<file path="src/rtl/spi_flash_reader.sv">
// spi_flash_reader
//   Burst reader for the external configuration flash. After a power-up wait
//   it accepts a start request, issues a read command plus a 24-bit address
//   over SPI mode 0 (flashClk = clk/2), and shifts BYTE_COUNT bytes into a
//   local buffer. The text engine reads the buffer through a registered
//   character port.
//
//   Optional feature macro: FLASH_FAST_READ_EN
//     defined   -> command 8'h0B plus 8 dummy flashClk periods before data
//     undefined -> command 8'h03, data follows the address directly
//
// Ports
//   clk, reset         system clock, asynchronous active-high reset
//   start/readAddress  burst request (honoured only in IDLE) and first address
//   busy/done          burst in flight / one-cycle completion pulse
//   flashClk/Mosi/Cs   SPI outputs (Cs active low), flashMiso SPI input
//   charAddress        buffer read index, charOutput = byte one cycle later
module spi_flash_reader #(
    parameter logic [31:0] STARTUP_WAIT = 32'd10000000,
    parameter int unsigned BYTE_COUNT   = 32
) (
    input  logic        clk,
    input  logic        reset,
    input  logic        start,
    input  logic [23:0] readAddress,
    output logic        busy,
    output logic        done,
    output logic        flashClk,
    input  logic        flashMiso,
    output logic        flashMosi,
    output logic        flashCs,
    input  logic [5:0]  charAddress,
    output logic [7:0]  charOutput
);

    localparam logic [5:0] LAST_BYTE = 6'(BYTE_COUNT - 1);
    localparam logic [6:0] BUF_DEPTH = 7'(BYTE_COUNT);
    localparam logic [7:0] BLANK     = 8'h20;
`ifdef FLASH_FAST_READ_EN
    localparam logic [7:0] READ_CMD  = 8'h0B;
`else
    localparam logic [7:0] READ_CMD  = 8'h03;
`endif

    typedef enum logic [2:0] {INIT_WAIT, IDLE, SEND, DUMMY, READ, DONE} state_t;

    typedef struct packed {
        logic [7:0]  cmd;
        logic [23:0] addr;
    } flashCmd_t;

    state_t      state, nextState;
    logic [31:0] waitCnt;
    logic [31:0] shiftReg;
    logic [4:0]  bitCnt;
    logic        phase;
    logic [6:0]  byteReg;
    logic [5:0]  byteIndex;
    logic [7:0]  buffer [64];
    logic        active;
    flashCmd_t   cmdWord;

    always_comb begin
        cmdWord.cmd  = READ_CMD;
        cmdWord.addr = readAddress;
    end

    // Chip select and SPI clock are pure decodes of registered state, so an
    // asynchronous reset releases the bus in the same instant.
    assign active    = (state == SEND) || (state == DUMMY) || (state == READ);
    assign busy      = active;
    assign done      = (state == DONE);
    assign flashCs   = ~active;
    assign flashClk  = active & phase;
    assign flashMosi = (state == SEND) & shiftReg[31];

    always_ff @(posedge clk or posedge reset) begin
        if (reset) state <= INIT_WAIT;
        else       state <= nextState;
    end

    // phase=1 is the high half of a bit; the edge ending it is the bit end.
    always_comb begin
        nextState = state;
        case (state)
            INIT_WAIT: if (waitCnt + 32'd1 >= STARTUP_WAIT) nextState = IDLE;
            IDLE:      if (start) nextState = SEND;
            SEND: begin
                if (phase && bitCnt == 5'd31) begin
`ifdef FLASH_FAST_READ_EN
                    nextState = DUMMY;
`else
                    nextState = READ;
`endif
                end
            end
            DUMMY:     if (phase && bitCnt[2:0] == 3'd7) nextState = READ;
            READ: begin
                if (phase && bitCnt[2:0] == 3'd7 && byteIndex == LAST_BYTE)
                    nextState = DONE;
            end
            DONE:      nextState = IDLE;
            default:   nextState = INIT_WAIT;
        endcase
    end

    // bitCnt is 5 bits: it wraps to 0 after the 32 command/address bits, and
    // only its low 3 bits matter in DUMMY and READ, so it never needs clearing
    // between phases.
    always_ff @(posedge clk or posedge reset) begin
        if (reset) begin
            waitCnt   <= '0;
            shiftReg  <= '0;
            bitCnt    <= '0;
            phase     <= 1'b0;
            byteReg   <= '0;
            byteIndex <= '0;
            for (int i = 0; i < 64; i++) buffer[i] <= BLANK;
        end else begin
            if (state == INIT_WAIT) waitCnt <= waitCnt + 32'd1;

            if (state == IDLE && start) begin
                shiftReg  <= cmdWord;
                bitCnt    <= '0;
                phase     <= 1'b0;
                byteIndex <= '0;
            end else if (active) begin
                phase <= ~phase;
                if (phase) begin
                    bitCnt <= bitCnt + 5'd1;
                    if (state == SEND) shiftReg <= {shiftReg[30:0], 1'b0};
                    if (state == READ) begin
                        byteReg <= {byteReg[5:0], flashMiso};
                        if (bitCnt[2:0] == 3'd7) begin
                            buffer[byteIndex] <= {byteReg, flashMiso};
                            byteIndex         <= byteIndex + 6'd1;
                        end
                    end
                end
            end
        end
    end

    // Registered read port; a write landing on the same edge is not
    // forwarded, so the old byte is returned.
    always_ff @(posedge clk or posedge reset) begin
        if (reset)
            charOutput <= BLANK;
        else if ({1'b0, charAddress} < BUF_DEPTH)
            charOutput <= buffer[charAddress];
        else
            charOutput <= BLANK;
    end

endmodule

</file>
<file path="config.mk">
export PLATFORM = sky130hd
export DESIGN_NAME = spi_flash_reader
export DESIGN_NICKNAME = d
export VERILOG_FILES = /design/src/rtl/spi_flash_reader.sv
export SDC_FILE = /design/constraint.sdc
export NUM_CORES = 1
export LEC_CHECK = 0
export ABC_CLOCK_PERIOD_IN_PS = 14900
export CORE_MARGIN = 5
export CORE_UTILIZATION = 64
export CTS_BUF_LIST = sky130_fd_sc_hd__clkbuf_4
export CTS_CLUSTER_DIAMETER = 120
export DETAILED_ROUTE_END_ITERATION = 7
export PLACE_DENSITY = 0.82
export SLEW_MARGIN = 10
export SYNTH_ARGS = -nofsm -noshare
export SYNTH_HDL_FRONTEND = slang
export SYNTH_SLANG_ARGS = --single-unit
</file>
<file path="constraint.sdc">
create_clock -name clk -period 14.9 [get_ports clk]
set_clock_uncertainty 0.15 [all_clocks]
set_input_delay 2.98 -clock clk [delete_from_list [all_inputs] [get_ports clk]]
set_output_delay 2.98 -clock clk [all_outputs]
set_load 0.05 [all_outputs]
</file>
==> out/qor.yml, run 1 <==
place_area_um2: 17050
fin_crit_sh_pct: 40.17
yosysWarnings: 0
path_common_cell: "nand2_1"
critPathMaxFanout: 12
synth-seq-cells: 350
power_density_nw_per_um2: 100.3
layout-area-overhead-vs-synth_pct: 10.69
cap_violations: 0
place.gp.congestion: 0.8149
grt_max_degree: 125
slew_viol_final: 0
cts_tree: "built"
ctsLongestPathBuffers: 3
dp_cells: 1503
initial_utilization_pct: 65.10
status: "finished, final reports clean"
nNetsFinal: 1303
cts_setup_buffers: 0
syn-num-nets: 1239
cp.arrival_ns: 2.86
first_pass_iters: 5
core_region_area_um2: 25250
cts_buffers: 89
grt_pass1_vias: 11190
rsz0062_at_grt: "no"
fillers: 1633
finalInstanceArea_um2: 18200
post_synth.cell_area_avg_um2: 13.70
setup_viol: 0
clkTransAtPathRegs_ns: 0.06
root_buffer: "clkbuf_4"
crit_start: "state[0]"
ant_nets: 0
syn_inst: 1200
totalPowerFinal_mw: 1.825
fmax_mhz: 167.1
viasPerCell: 6.263
endpoint_kind: "primary output"
worst_pin_slew_ns: 1.293
dieArea_um2: 28990
track_usage_pct: 26.21
yosysTopAreaCellShare_pct: 48.25
r2r_start: "state[0]"
layout.cells.non_filler: 1663
synth_edf_count: 0
async_flop_share_pct: 100.0
drive_above_1_share_pct: 42.34
finalSetupTns_ns: 0
syn_area_um2: 16440
grt_pass1_wl_um: 60020
dr.first_iter.drc_count: 740
cp.required_ns: 11.77
synth.distinct_cells: 62
cts_resized: 0
yosysTopAreaCell: "dfrtp_1"
antenna_found_initial: 2
cts_sinks: 350
layout_common_cells: "dfrtp_1 (317), mux2_2 (263), clkbuf_4 (135), nand2_1 (122), mux4_2 (80)"
r2r-end: "buffer[298]"
vdd_drop_max_v: 0.00006410
vias: 10420
io_pins: 47
critical_path.cell_chain: "nor2_2, nand2_1, nand2_1, and2_1, clkdlybuf4s50_1"
cts_hold_buf: 0
r2r_cells: 7
hold_viol: 0
synth_seq_area_share_pct: 53.52
layout_commonest_cell: "dfrtp_1"
wl_per_cell_um: 21.66
synth_top_flop_cell: "dfrtp_1"
synthTopCellsByArea: "dfrtp_1 (48%), mux2_2 (18%), mux4_2 (11%)"
max_stage_delay_ns: 0.88
routed_wl_um: 36020
maxSlewHeadroom_pct: 13.52
dp.final_hpwl_um: 22460
hp-class: "reg -> reg"
leakage_nw: 8.372
grt_overflow: 0
worstSetupStartpointType: "flip-flop"
port-buffer-count: 46
fp-row-count: 58
worstSetupPathType: "reg -> out"
gr-usage-met1_pct: 36.04
dieHeight_um: 170.3
critPathSlowestCell: "clkdlybuf4s50_1"
top_usage_layer: "met2"
drc: 0
endpoint: "flashClk"
use_met2_pct: 42.18
chipWidth_um: 170.3
regToRegSetupSlack_ns: 11.33
ctsHtreeMaxLevel: 3
period_needed_ns: 5.985
use_met3_pct: 5.436
clkLatencyLatePin_ns: 0.73
## worst max-delay path: cells and delay by family, from the launching register on
| family | cells | cell delay [ns] |
|---|---|---|
| buffers and inverters | 1 | 0.88 |
| DFF | 1 | 0.52 |
| and+or+nand+nor | 4 | 0.75 |
## cell usage after synthesis (3+ instances only)
library cell,count
dfstp_2,33
a311o_1,3
nand2_1,122
and3_1,9
and4_1,7
nand4_1,11
nor3_1,14
buf_2,10
nor2b_1,4
nand3_1,19
a21oi_1,9
nor4b_1,4
a22oi_1,24
mux2i_1,9
nor4_1,6
xnor2_1,24
inv_1,6
clkbuf_1,55
nor3b_1,3
buf_1,14
ha_1,5
nor4_2,3
mux4_2,80
or3_1,4
nor2_2,17
o21ai_0,21
nor2_1,40
mux2_2,263
dfrtp_1,317
xor2_1,15
## how the worst min path moves through the flow
stage	slack (ns)	start	end	cells past startpoint
5_1_grt	0.36	shiftReg[11]	shiftReg[11]	2
3_3_place_gp	0.31	shiftReg[11]	shiftReg[11]	2
6_report	0.33	shiftReg[11]	shiftReg[11]	2
3_5_place_dp	0.31	shiftReg[11]	shiftReg[11]	2
2_1_floorplan	0.30	shiftReg[23]	shiftReg[23]	2
4_1_cts	0.33	shiftReg[11]	shiftReg[11]	2
## layer usage
metal / up-vias / wire (um)
li1: 4585 / -
met1: 5405 / 15170
met2: 331 / 17680
met3: 93 / 2025
met4: 2 / 1131
met5: - / 13
## metrics by stage
stage	hold WS (ns)	util, %	setup slack, ns
floorplan	0.2958	-	2.118
global placement	0.3079	67.50	8.616
detailed placement	0.3132	67.50	8.587
CTS	0.3288	72.05	8.874
global route	0.3596	72.06	8.716
finish	0.3298	72.06	8.915
## area by class of cell
| class | instances | area (um2) | share of cell area (%) |
|---|---|---|---|
| sequential | 350 | 8800 | 48.35 |
| multi-input combinational | 761 | 7277 | 39.99 |
| clock buffer | 135 | 1013 | 5.569 |
| timing repair buffer | 56 | 528.0 | 2.901 |
| tap | 330 | 412.9 | 2.269 |
| clock inverter | 24 | 135.1 | 0.7425 |
| inverter | 6 | 30.03 | 0.1650 |
| antenna | 1 | 2.502 | 0.01375 |
## registers in the layout, indices dropped and copies added (netlist names)
| register | cells |
|---|---|
| bitCnt | 5 |
| buffer | 256 |
| byteIndex | 6 |
| byteReg | 7 |
| charOutput | 8 |
| phase | 1 |
| shiftReg | 32 |
| state | 3 |
| waitCnt | 32 |
## power by group
group          internal [mW]  leakage, nW  switching, mW  total, mW
Clock                  0.431        0.677          0.384      0.815
Sequential             0.952         4.63       0.000864      0.953
Combinational         0.0203         3.06         0.0361     0.0564
Total                   1.40         8.37          0.421       1.82
## kinds of logic after synthesis
group	Yosys count	synth area share [%]
adders and majority gates	5	0.3805
buffers and inverters	89	2.245
AOI/OAI and AO/OA	80	3.349
xor gates and xnor gates	39	2.078
muxes	352	29.52
and+or+nand+nor	285	8.904
DFF	350	53.52
Power figures use the tool's default switching activity.
==> run 2, diff against run 1 <==
--- a/config.mk
+++ b/config.mk
@@ -5,13 +5,13 @@
 export SDC_FILE = /design/constraint.sdc
 export NUM_CORES = 1
 export LEC_CHECK = 0
-export ABC_CLOCK_PERIOD_IN_PS = 14900
+export ABC_CLOCK_PERIOD_IN_PS = 5250
 export CORE_MARGIN = 5
-export CORE_UTILIZATION = 64
+export CORE_UTILIZATION = 58
 export CTS_BUF_LIST = sky130_fd_sc_hd__clkbuf_4
 export CTS_CLUSTER_DIAMETER = 120
 export DETAILED_ROUTE_END_ITERATION = 7
-export PLACE_DENSITY = 0.82
+export PLACE_DENSITY = 0.79
 export SLEW_MARGIN = 10
 export SYNTH_ARGS = -nofsm -noshare
 export SYNTH_HDL_FRONTEND = slang
==> constraint.sdc (replaced) <==
create_clock -name clk -period 5.25 [get_ports clk]
set_clock_uncertainty 0.15 [all_clocks]
set_input_delay 1.05 -clock clk [delete_from_list [all_inputs] [get_ports clk]]
set_output_delay 1.05 -clock clk [all_outputs]
set_load 0.05 [all_outputs]
==> out/qor.yml, run 2 (synthesis results as in run 1) <==
status: "finished, final reports clean"
seqCellArea_um2: 8800
worst_pin_slew_ns: 1.215
track_usage_pct: 23.88
pwr-share-comb_pct: 3.2
layout.cells.non_filler: 1717
critPathBufInv: 1
worstSetupPathType: "reg -> out"
min_path_cells: 2
reg.largest.list: "buffer (256), shiftReg (32), waitCnt (32)"
critical_path.cell_chain: "nor2_2, nand2_1, nand2_1, and2_1, clkdlybuf4s50_1"
cts_sinks: 350
layout_commonest_cell: "dfrtp_1"
clkPwrFrac_pct: 45.1
first_pass_iters: 5
core_region_area_um2: 27860
ctsLongestPathBuffers: 3
cap_violations: 0
multi_input_area_um2: 7282
largest_register: "buffer"
viasPerCell: 6.089
clkTransAtPathRegs_ns: 0.07
cts_hold_buf: 0
hold_path_end: "shiftReg[23]"
finalSetupTns_ns: 0
r2r-end: "buffer[280]"
r2r_start: "state[0]"
layout-area-overhead-vs-synth_pct: 11.71
place_area_um2: 17190
holdWs_ns: 0.3271
max_stage_delay_ns: 0.88
top_layer: "met4"
critPathSlowestCell: "clkdlybuf4s50_1"
fin_crit_sh_pct: 78.48
fmax_mhz: 242.7
ctsHtreeMaxLevel: 3
regToRegSetupSlack_ns: 1.84
drc: 0
leakage_nw: 8.408
intPower_mw: 4.008
place.gp.congestion: 0.8635
r2r_cells: 7
slew_viol_final: 0
min_from: "shiftReg[23]"
dieHeight_um: 178.4
rsz0062_at_grt: "no"
maxSlewHeadroom_pct: 18.75
met3_length_um: 2114
cts_setup_buffers: 0
critPathMaxFanout: 12
endpoint_kind: "primary output"
dr.first_iter.drc_count: 817
antenna_found_initial: 0
cts_buffers: 88
hold_viol: 0
vias: 10450
grt_pass1_vias: 10830
totalPowerFinal_mw: 5.231
routed_wl_um: 36410
initial_utilization_pct: 59.02
grt_max_degree: 89
dp_cells: 1554
sw_frac_of_total_pct: 23.38
fp-row-count: 61
path_common_cell: "nand2_1"
cts_resized: 0
n_antenna_cell: 0
port-buffer-count: 46
p_seq_share_pct: 51.7
cp.required_ns: 4.05
layout_common_cells: "dfrtp_1 (317), mux2_2 (263), clkbuf_4 (130), nand2_1 (122), mux4_2 (80)"
grt_pass1_wl_um: 59510
period_needed_ns: 4.120
io_pins: 47
hp-class: "reg -> reg"
wl_met2_um: 17440
finalInstanceArea_um2: 18370
worstSetupStartpointType: "flip-flop"
wl_per_cell_um: 21.21
crit_family: "buffers and inverters"
vdd_drop_max_v: 0.0001631
power_density_nw_per_um2: 284.8
fillers: 1997
root_buffer: "clkbuf_4"
chipWidth_um: 178.4
cp.arrival_ns: 2.92
p_sw_mw: 1.223
dp.final_hpwl_um: 22880
largest_reg_flops: 256
dieArea_um2: 31810
clkLatencyLatePin_ns: 0.72
ant_nets: 0
drive_above_1_share_pct: 42.05
setup_viol: 0
wl_met1_um: 15890
grt_overflow: 0
cts_tree: "built"
nNetsFinal: 1305
==> run 2: metrics by stage <==
stage	setup slack (ns)	util, %
finish	1.130	65.93
floorplan	-0.6095	-
global placement	1.524	61.70
global route	0.8924	65.93
detailed placement	1.496	61.70
CTS	1.115	65.91
==> run 2: worst register-to-register path, cell delays in order (launching register included) <==
cell and delay [ns]:
dfrtp_1 0.52, nor2_2 0.21, and3_1 0.46, nand2_1 0.18, or2_1 0.29, nor3b_2 0.30, nor2b_1 0.75, mux2_2 0.42
==> run 2: worst max path at each step <==
stage                              start       endpoint  slack, ns  cells after the start
after floorplan                    reset      bitCnt[0]      -0.61                      1
after detailed placement  charAddress[0]  charOutput[5]       1.50                      6
after global routing            state[0]       flashClk       0.89                      5
after CTS                       state[0]       flashClk       1.12                      5
final                           state[0]       flashClk       1.13                      5
after global placement    charAddress[0]  charOutput[5]       1.52                      6
==> run 2: area by class of cell <==
class	instances	share of cell area, %
clock buffer	130	5.314
clock inverter	33	1.070
inverter	6	0.1431
multi-input combinational	761	39.65
sequential	350	47.91
tap	378	2.575
timing repair buffer	59	3.338
==> run 2: power groups by stage <==
stage / sequential [mW] / clock, mW / combinational, mW
after detailed placement: 2.75 / 0 / 0.173
after global placement: 2.75 / 0 / 0.172
after global routing: 2.70 / 2.57 / 0.185
after CTS: 2.70 / 2.42 / 0.173
final: 2.70 / 2.36 / 0.168
after floorplan: 2.76 / 0 / 0.103
==> run 2: layer usage <==
metal / global-route usage (%) / up-vias
met5: 0 / -
met4: 7.963 / 0
met3: 4.981 / 75
met2: 36.83 / 355
met1: 34.33 / 5441
li1: - / 4583
